<file path="config.mk">
export PLATFORM = sky130hd
export DESIGN_NAME = sha256_wb_arbiter_flat
export DESIGN_NICKNAME = d
export VERILOG_FILES = /design/src/rtl/sha256_wb_arbiter_pkg.sv /design/src/rtl/sha256_wb_arbiter_if.sv /design/src/rtl/sha256_wb_arbiter_rr.sv /design/src/rtl/sha256_wb_arbiter.sv /design/src/flat_wrapper.sv
export SDC_FILE = /design/constraint.sdc
export NUM_CORES = 1
export LEC_CHECK = 0
export ABC_AREA = 1
export CAP_MARGIN = 5
export CORE_AREA = 5 5 119 121
export CTS_CLUSTER_SIZE = 30
export DETAILED_ROUTE_END_ITERATION = 16
export DIE_AREA = 0 0 124 126
export GPL_ROUTABILITY_DRIVEN = 0
export HOLD_SLACK_MARGIN = 0.12
export SYNTH_ARGS = -nofsm -noshare
export SYNTH_HDL_FRONTEND = slang
export SYNTH_SLANG_ARGS = --single-unit
</file>
<file path="constraint.sdc">
create_clock -name clk -period 2.15 [get_ports clk]
set_input_delay 0.43 -clock clk [delete_from_list [all_inputs] [get_ports clk]]
set_output_delay 0.43 -clock clk [all_outputs]
set_load 0.01 [all_outputs]
</file>
<file path="src/rtl/sha256_wb_arbiter_pkg.sv">
// Shared types and constants for the two-master Wishbone arbiter that
// fronts the sha256_top slave.
package sha256_arb_pkg;

  typedef enum logic [1:0] {
    ST_IDLE  = 2'd0,
    ST_BUSY  = 2'd1,
    ST_ABORT = 2'd2
  } arb_state_e;

  // Default number of wait cycles a strobed access may stall before abort.
  localparam int unsigned TIMEOUT_DEFAULT = 255;

endpackage

</file>
<file path="src/rtl/sha256_wb_arbiter_if.sv">
// Bus bundle between the two Wishbone masters, the arbiter and the
// sha256_top slave. Index 0 = network adapter, index 1 = local requester.
interface sha256_wb_arbiter_if;

  // Master side
  logic [1:0][31:0] m_adr_i;
  logic [1:0][31:0] m_dat_i;
  logic [1:0][3:0]  m_sel_i;
  logic [1:0]       m_cyc_i;
  logic [1:0]       m_stb_i;
  logic [1:0]       m_we_i;
  logic [1:0][31:0] m_dat_o;
  logic [1:0]       m_ack_o;
  logic [1:0]       m_err_o;

  // Slave side
  logic [31:0]      s_adr_o;
  logic [31:0]      s_dat_o;
  logic [3:0]       s_sel_o;
  logic             s_cyc_o;
  logic             s_stb_o;
  logic             s_we_o;
  logic [31:0]      s_dat_i;
  logic             s_ack_i;
  logic             s_err_i;

  // Arbiter view: consumes master requests and slave responses.
  modport arb (
    input  m_adr_i, m_dat_i, m_sel_i, m_cyc_i, m_stb_i, m_we_i,
    output m_dat_o, m_ack_o, m_err_o,
    output s_adr_o, s_dat_o, s_sel_o, s_cyc_o, s_stb_o, s_we_o,
    input  s_dat_i, s_ack_i, s_err_i
  );

  // Bus masters view.
  modport master (
    output m_adr_i, m_dat_i, m_sel_i, m_cyc_i, m_stb_i, m_we_i,
    input  m_dat_o, m_ack_o, m_err_o
  );

  // sha256_top slave view.
  modport slave (
    input  s_adr_o, s_dat_o, s_sel_o, s_cyc_o, s_stb_o, s_we_o,
    output s_dat_i, s_ack_i, s_err_i
  );

endinterface

</file>
<file path="src/rtl/sha256_wb_arbiter_rr.sv">
// Two-way round-robin pick: a lone requester wins, under contention the
// master that was not served last wins.
module sha256_arb_rr (
  input  logic [1:0] req,
  input  logic       last,
  output logic       grant,
  output logic       valid
);

  // Pick the winning master index from the current requests.
  always_comb begin
    valid = |req;
    if (req == 2'b11) begin
      grant = ~last;
    end else begin
      grant = req[1];
    end
  end

endmodule

</file>
<file path="src/rtl/sha256_wb_arbiter.sv">
// Two-master Wishbone arbiter for the sha256_top slave. Grants are taken
// in IDLE with one cycle of latency, the owner keeps the bus while it
// holds cyc, and a stalled strobe is aborted with an error after TIMEOUT
// wait cycles. Bus paths are combinational while BUSY.
module sha256_wb_arbiter
  import sha256_arb_pkg::*;
#(
  parameter int unsigned TIMEOUT = TIMEOUT_DEFAULT
) (
  input  logic                clk,
  input  logic                rst,
  sha256_wb_arbiter_if.arb    bus
);

  localparam logic [15:0] TO_LAST = 16'(TIMEOUT - 1);

  arb_state_e  state_q, state_d;
  logic        owner_q, owner_d;
  logic        last_q, last_d;
  logic [15:0] cnt_q, cnt_d;

  logic [1:0]  req;
  logic        rr_grant;
  logic        rr_valid;
  logic        own_cyc;
  logic        own_stb;
  logic        resp;
  logic        timeout_hit;

  logic [1:0][31:0] m_dat;
  logic [1:0]       m_ack;
  logic [1:0]       m_err;

  assign req = bus.m_cyc_i & bus.m_stb_i;

  sha256_arb_rr u_rr (
    .req   (req),
    .last  (last_q),
    .grant (rr_grant),
    .valid (rr_valid)
  );

  // Decode owner handshake and detect the final permitted wait cycle.
  always_comb begin
    own_cyc     = bus.m_cyc_i[owner_q];
    own_stb     = bus.m_stb_i[owner_q];
    resp        = bus.s_ack_i | bus.s_err_i;
    timeout_hit = (state_q == ST_BUSY) && own_cyc && own_stb && !resp &&
                  (cnt_q == TO_LAST);
  end

  // Next-state, ownership and wait-counter logic.
  always_comb begin
    state_d = state_q;
    owner_d = owner_q;
    last_d  = last_q;
    cnt_d   = cnt_q;
    case (state_q)
      ST_IDLE: begin
        cnt_d = 16'd0;
        if (rr_valid) begin
          owner_d = rr_grant;
          state_d = ST_BUSY;
        end else begin
          state_d = ST_IDLE;
        end
      end
      ST_BUSY: begin
        if (!own_cyc) begin
          last_d  = owner_q;
          state_d = ST_IDLE;
          cnt_d   = 16'd0;
        end else if (timeout_hit) begin
          state_d = ST_ABORT;
          cnt_d   = 16'd0;
        end else if (resp || !own_stb) begin
          cnt_d = 16'd0;
        end else begin
          cnt_d = cnt_q + 16'd1;
        end
      end
      ST_ABORT: begin
        cnt_d = 16'd0;
        if (!own_cyc) begin
          last_d  = owner_q;
          state_d = ST_IDLE;
        end else begin
          state_d = ST_ABORT;
        end
      end
      default: begin
        state_d = ST_IDLE;
        cnt_d   = 16'd0;
      end
    endcase
  end

  // State registers; reset leaves master 0 as first winner under contention.
  always_ff @(posedge clk) begin
    if (rst) begin
      state_q <= ST_IDLE;
      owner_q <= 1'b0;
      last_q  <= 1'b1;
      cnt_q   <= 16'd0;
    end else begin
      state_q <= state_d;
      owner_q <= owner_d;
      last_q  <= last_d;
      cnt_q   <= cnt_d;
    end
  end

  // Bus steering: owner mirrored while BUSY, error pulse on timeout, zeros otherwise.
  always_comb begin
    m_dat       = '0;
    m_ack       = 2'b00;
    m_err       = 2'b00;
    bus.s_adr_o = 32'd0;
    bus.s_dat_o = 32'd0;
    bus.s_sel_o = 4'd0;
    bus.s_cyc_o = 1'b0;
    bus.s_stb_o = 1'b0;
    bus.s_we_o  = 1'b0;
    if (!rst && (state_q == ST_BUSY)) begin
      if (timeout_hit) begin
        m_err[owner_q] = 1'b1;
      end else begin
        bus.s_adr_o    = bus.m_adr_i[owner_q];
        bus.s_dat_o    = bus.m_dat_i[owner_q];
        bus.s_sel_o    = bus.m_sel_i[owner_q];
        bus.s_cyc_o    = own_cyc;
        bus.s_stb_o    = own_stb;
        bus.s_we_o     = bus.m_we_i[owner_q];
        m_dat[owner_q] = bus.s_dat_i;
        m_ack[owner_q] = bus.s_ack_i;
        m_err[owner_q] = bus.s_err_i;
      end
    end else begin
      m_err = 2'b00;
    end
  end

  assign bus.m_dat_o = m_dat;
  assign bus.m_ack_o = m_ack;
  assign bus.m_err_o = m_err;

endmodule

</file>
<file path="src/flat_wrapper.sv">
// flat-port wrapper written by rule: the top's interface ports become plain ports
module sha256_wb_arbiter_flat import sha256_arb_pkg::*;
#(
  parameter int unsigned TIMEOUT = TIMEOUT_DEFAULT
)
  (clk, rst, bus_m_adr_i, bus_m_dat_i, bus_m_sel_i, bus_m_cyc_i, bus_m_stb_i, bus_m_we_i, bus_m_dat_o, bus_m_ack_o, bus_m_err_o, bus_s_adr_o, bus_s_dat_o, bus_s_sel_o, bus_s_cyc_o, bus_s_stb_o, bus_s_we_o, bus_s_dat_i, bus_s_ack_i, bus_s_err_i);
  sha256_wb_arbiter_if bus_i ();
  input  logic clk;
  input  logic rst;
  input wire logic [$bits(bus_i.m_adr_i)-1:0] bus_m_adr_i;
  input wire logic [$bits(bus_i.m_dat_i)-1:0] bus_m_dat_i;
  input wire logic [$bits(bus_i.m_sel_i)-1:0] bus_m_sel_i;
  input wire logic [$bits(bus_i.m_cyc_i)-1:0] bus_m_cyc_i;
  input wire logic [$bits(bus_i.m_stb_i)-1:0] bus_m_stb_i;
  input wire logic [$bits(bus_i.m_we_i)-1:0] bus_m_we_i;
  output wire logic [$bits(bus_i.m_dat_o)-1:0] bus_m_dat_o;
  output wire logic [$bits(bus_i.m_ack_o)-1:0] bus_m_ack_o;
  output wire logic [$bits(bus_i.m_err_o)-1:0] bus_m_err_o;
  output wire logic [$bits(bus_i.s_adr_o)-1:0] bus_s_adr_o;
  output wire logic [$bits(bus_i.s_dat_o)-1:0] bus_s_dat_o;
  output wire logic [$bits(bus_i.s_sel_o)-1:0] bus_s_sel_o;
  output wire logic [$bits(bus_i.s_cyc_o)-1:0] bus_s_cyc_o;
  output wire logic [$bits(bus_i.s_stb_o)-1:0] bus_s_stb_o;
  output wire logic [$bits(bus_i.s_we_o)-1:0] bus_s_we_o;
  input wire logic [$bits(bus_i.s_dat_i)-1:0] bus_s_dat_i;
  input wire logic [$bits(bus_i.s_ack_i)-1:0] bus_s_ack_i;
  input wire logic [$bits(bus_i.s_err_i)-1:0] bus_s_err_i;
  assign bus_i.m_adr_i = bus_m_adr_i;
  assign bus_i.m_dat_i = bus_m_dat_i;
  assign bus_i.m_sel_i = bus_m_sel_i;
  assign bus_i.m_cyc_i = bus_m_cyc_i;
  assign bus_i.m_stb_i = bus_m_stb_i;
  assign bus_i.m_we_i = bus_m_we_i;
  assign bus_m_dat_o = bus_i.m_dat_o;
  assign bus_m_ack_o = bus_i.m_ack_o;
  assign bus_m_err_o = bus_i.m_err_o;
  assign bus_s_adr_o = bus_i.s_adr_o;
  assign bus_s_dat_o = bus_i.s_dat_o;
  assign bus_s_sel_o = bus_i.s_sel_o;
  assign bus_s_cyc_o = bus_i.s_cyc_o;
  assign bus_s_stb_o = bus_i.s_stb_o;
  assign bus_s_we_o = bus_i.s_we_o;
  assign bus_i.s_dat_i = bus_s_dat_i;
  assign bus_i.s_ack_i = bus_s_ack_i;
  assign bus_i.s_err_i = bus_s_err_i;
  sha256_wb_arbiter #(.TIMEOUT(TIMEOUT)) u_core (.clk(clk), .rst(rst), .bus(bus_i));
endmodule
</file>
==> results.toml, run 1 <==
[power_and_ir_drop]
p_leak_nw = 3.289
switching_power_uw = 600.0
swShare_pct = 30.72
share_comb_of_total_power_pct = 53.1
p_clk_share_pct = 26.9
internal_power_mw = 1.353
max-vdd-ir-drop_uv = 265.9
p_per_area_nw_per_um2 = 253.7
seq_power_share_pct = 20.0

[global_route]
grt_max_degree = 29
grt_pass1_vias = 4685
grt-ovfl-total = 0
grt_usage_pct = 22.32
grt_pass1_wl_um = 27380
antenna_found_initial = 1

[place]
port_buffers = 316
place_hpwl_um = 13850
dp.cells = 957

[run]
cap_viol_max_count = 0

[routing]
first_pass_iters = 4
drt_iter0_markers = 319
routed_wl_um = 19650
postRouteAntennaNets = 0
drt-wirelength-per-cell_um = 19.28
vias = 4724
drc = 0
detail_route.vias_per_cell = 4.636

[clock_network]
clock_path_buffers = 2
root_buffer = "clkbuf_16"
cts_tree = "done"
postCtsHoldBufs = 0
clk_latency_ns = 0.26
path_clk_slew_ns = 0.06
clock-sinks = 20
cts_buffers = 3
h-tree-depth = 1

[cells_and_area]
fin_cells = 1019
syn2layout_area_growth_pct = 214.1
drive_gt1_share_pct = 47.57
n_antenna_cell = 0
final_core_util_pct = 59.29
nets = 1027

[timing]
setup_viol = 127
finalCritPeriodShare_pct = 117.2
tightest_slew_ns = 0.5224
fin_hold_ws_ns = 0.4577
slew_violations = 0
finalWorstSetupSlack_ns = -0.3694
slew-limit-headroom_pct = 65.17
fin_skew_ns = 0.004215
final.min_clock_period_ns = 2.519
rsz0062_at_grt = "true"
hold_viol_final = 0
clock.fmax_ghz = 0.3969

[worst_setup_path]
path_max_fanout = 5
critPathMaxStageDelay_ns = 0.32
path_cells = "inv_2, ha_4, nand2_2, nor3_2, nand4_1, nor3_4, buf_12, buf_12, buf_12, buf_16, buf_6, nor2_1, buf_2"
cpMaxStageDelayCell = "dfxtp_2"
endpoint_kind = "primary output"
cp.arrival_ns = 2.09
start_kind = "flop"
cpMostUsedCell = "buf_12"
cp_data_required_time_ns = 1.72
path_class = "reg2out"
worst-path-buf-inv = 7
crit_family = "buffers and inverters"

[logic_synthesis]
syn-num-nets = 628
syn_inst = 445
syn_area_um2 = 2450
synth_top_cell_area_share_pct = 24.36
ys_types = 25
yosys_warnings = 0
syn_avg_cell_area_um2 = 5.505
ys_ff_latch = 20
yosysTopAreaCell = "nor2_1"
synth_area_leaders = "nor2_1 (24%), a22oi_1 (21%), dfxtp_1 (16%)"
ys_seq_area_share_pct = 16.34

[floorplan]
die_h_um = 126
die_area_um2 = 15620
die_w_um = 124
num_io_pins = 317
coreArea_um2 = 12980
rows = 42
start_util_pct = 18.87

[run_status]
outcome = "complete, but fails checks"
failed_checks = "negative setup slack"

[min_path]
min_path_type = "reg2reg"
-- per-stage QoR --
| step | setup TNS, ns | cell area, µm² | total power, mW | setup slack (ns) |
|---|---|---|---|---|
| final | -25.04 | 7696 | 1.953 | -0.3694 |
| after global routing | -38.51 | 7696 | 2.033 | -0.5011 |
| after CTS | -28.68 | 7102 | 1.846 | -0.3885 |
| after detailed placement | -96.56 | 6176 | 1.291 | -0.8146 |
| after global placement | -89.88 | 6176 | 1.286 | -0.8220 |
| after floorplan | 0 | 2450 | 0.6576 | 0.2174 |
-- layer usage --
| layer | vias to the layer above | track usage [%] | wire [µm] |
|---|---|---|---|
| li1 | 2283 | - | - |
| met1 | 2224 | 26.71 | 7705 |
| met2 | 192 | 39.26 | 10020 |
| met3 | 23 | 5.830 | 1636 |
| met4 | 2 | 5.670 | 274 |
| met5 | - | 0 | 13 |
-- sequential cells by signal, indices dropped and copies added (netlist names) --
register / cells
u_core.cnt_q: 16
u_core.state_q: 2
u_core.owner_q: 1
u_core.last_q: 1
-- tightest hold or removal path, delay by kind of cell, from the launching register on --
kind               cells  cell delay, ns
AOI/OAI and AO/OA      1            0.05
DFF                    1            0.31
and+or+nand+nor        1            0.06
-- cells in the final DEF (no fill, tap or decap), types with 3 or more instances in the layout --
cell / instances
dlygate4sd2_1: 4
o21ai_0: 5
dfxtp_2: 4
buf_16: 10
nor2_1: 83
xor2_1: 3
buf_4: 55
buf_6: 52
nand2_1: 34
nand3_1: 8
a21oi_1: 11
nor3_2: 3
nor3_1: 7
clkbuf_16: 6
buf_12: 25
buf_2: 70
a22oi_1: 67
clkdlybuf4s50_1: 170
nor2_4: 42
nand2_8: 8
inv_2: 6
clkdlybuf4s15_1: 4
dfxtp_1: 15
buf_8: 5
ha_1: 3
nor2_2: 38
inv_1: 21
clkbuf_2: 26
nand2_4: 29
nand2_2: 6
nand4_1: 4
-- cell type report --
cell class | count | area [µm²]
clock buffer | 3 | 75.07
clock inverter | 1 | 30.03
fill | 1171 | 5284
inverter | 29 | 123.9
multi-input combinational | 365 | 2624
sequential | 20 | 409.1
tap | 176 | 220.2
timing repair buffer | 425 | 4214
-- worst paths after layout --
path / from / slack, ns / depth (start not counted) / to
worst min-delay path: u_core.cnt_q[15]$_SDFF_PP0_ / 0.46 / 2 / u_core.cnt_q[15]$_SDFF_PP0_
worst max register to register: u_core.cnt_q[0]$_SDFF_PP0_ / 0.25 / 16 / u_core.state_q[1]$_SDFFE_PP0P_
worst min register to register: u_core.cnt_q[15]$_SDFF_PP0_ / 0.46 / 2 / u_core.cnt_q[15]$_SDFF_PP0_
worst max-delay path: u_core.cnt_q[0]$_SDFF_PP0_ / -0.37 / 13 / bus_s_dat_o[27]
-- cells by family after synthesis --
family | after synthesis | share of synthesized area, %
AOI/OAI and AO/OA | 88 | 25.13
xor gates and xnor gates | 4 | 1.430
adders and majority gates | 5 | 2.554
buffers and inverters | 60 | 10.32
DFF | 20 | 16.34
and+or+nand+nor | 268 | 44.23
-- power groups by stage --
stage | clock network (mW) | registers, mW | logic [mW]
2_1_floorplan | 0 | 0.394 | 0.264
3_3_place_gp | 0 | 0.395 | 0.892
3_5_place_dp | 0 | 0.395 | 0.897
4_1_cts | 0.529 | 0.390 | 0.927
5_1_grt | 0.546 | 0.392 | 1.09
6_report | 0.526 | 0.391 | 1.04
-- synthesized netlist by cell type, drive strengths merged --
| library cell | number |
|---|---|
| xnor2 | 1 |
| clkbuf | 16 |
| nor2 | 163 |
| or2 | 2 |
| a22oi | 69 |
| nand3 | 10 |
| nor3 | 11 |
| inv | 29 |
| buf | 15 |
| dfxtp | 20 |
| nand2 | 77 |
| o211ai | 1 |
| xor2 | 3 |
| ha | 5 |
| o21ai | 5 |
| nand4 | 4 |
| a21oi | 13 |
| nand3b | 1 |
-- repair_timing --
item / in CTS / in global routing
resized for setup: 629 / 228
buffers inserted: 37 / 12
hold endpoints to repair: 0 / 0
endpoints found under the setup margin: 139 / 139
pin swaps: 13 / 18
gates cloned: 15 / 3
(Power assumes the default switching activity.)
==> run 2, diff against run 1 <==
- GPL_ROUTABILITY_DRIVEN: 0 -> 1
==> results of run 2 <==
Same layout as run 1: the final DEF is identical, and so are final timing and power.
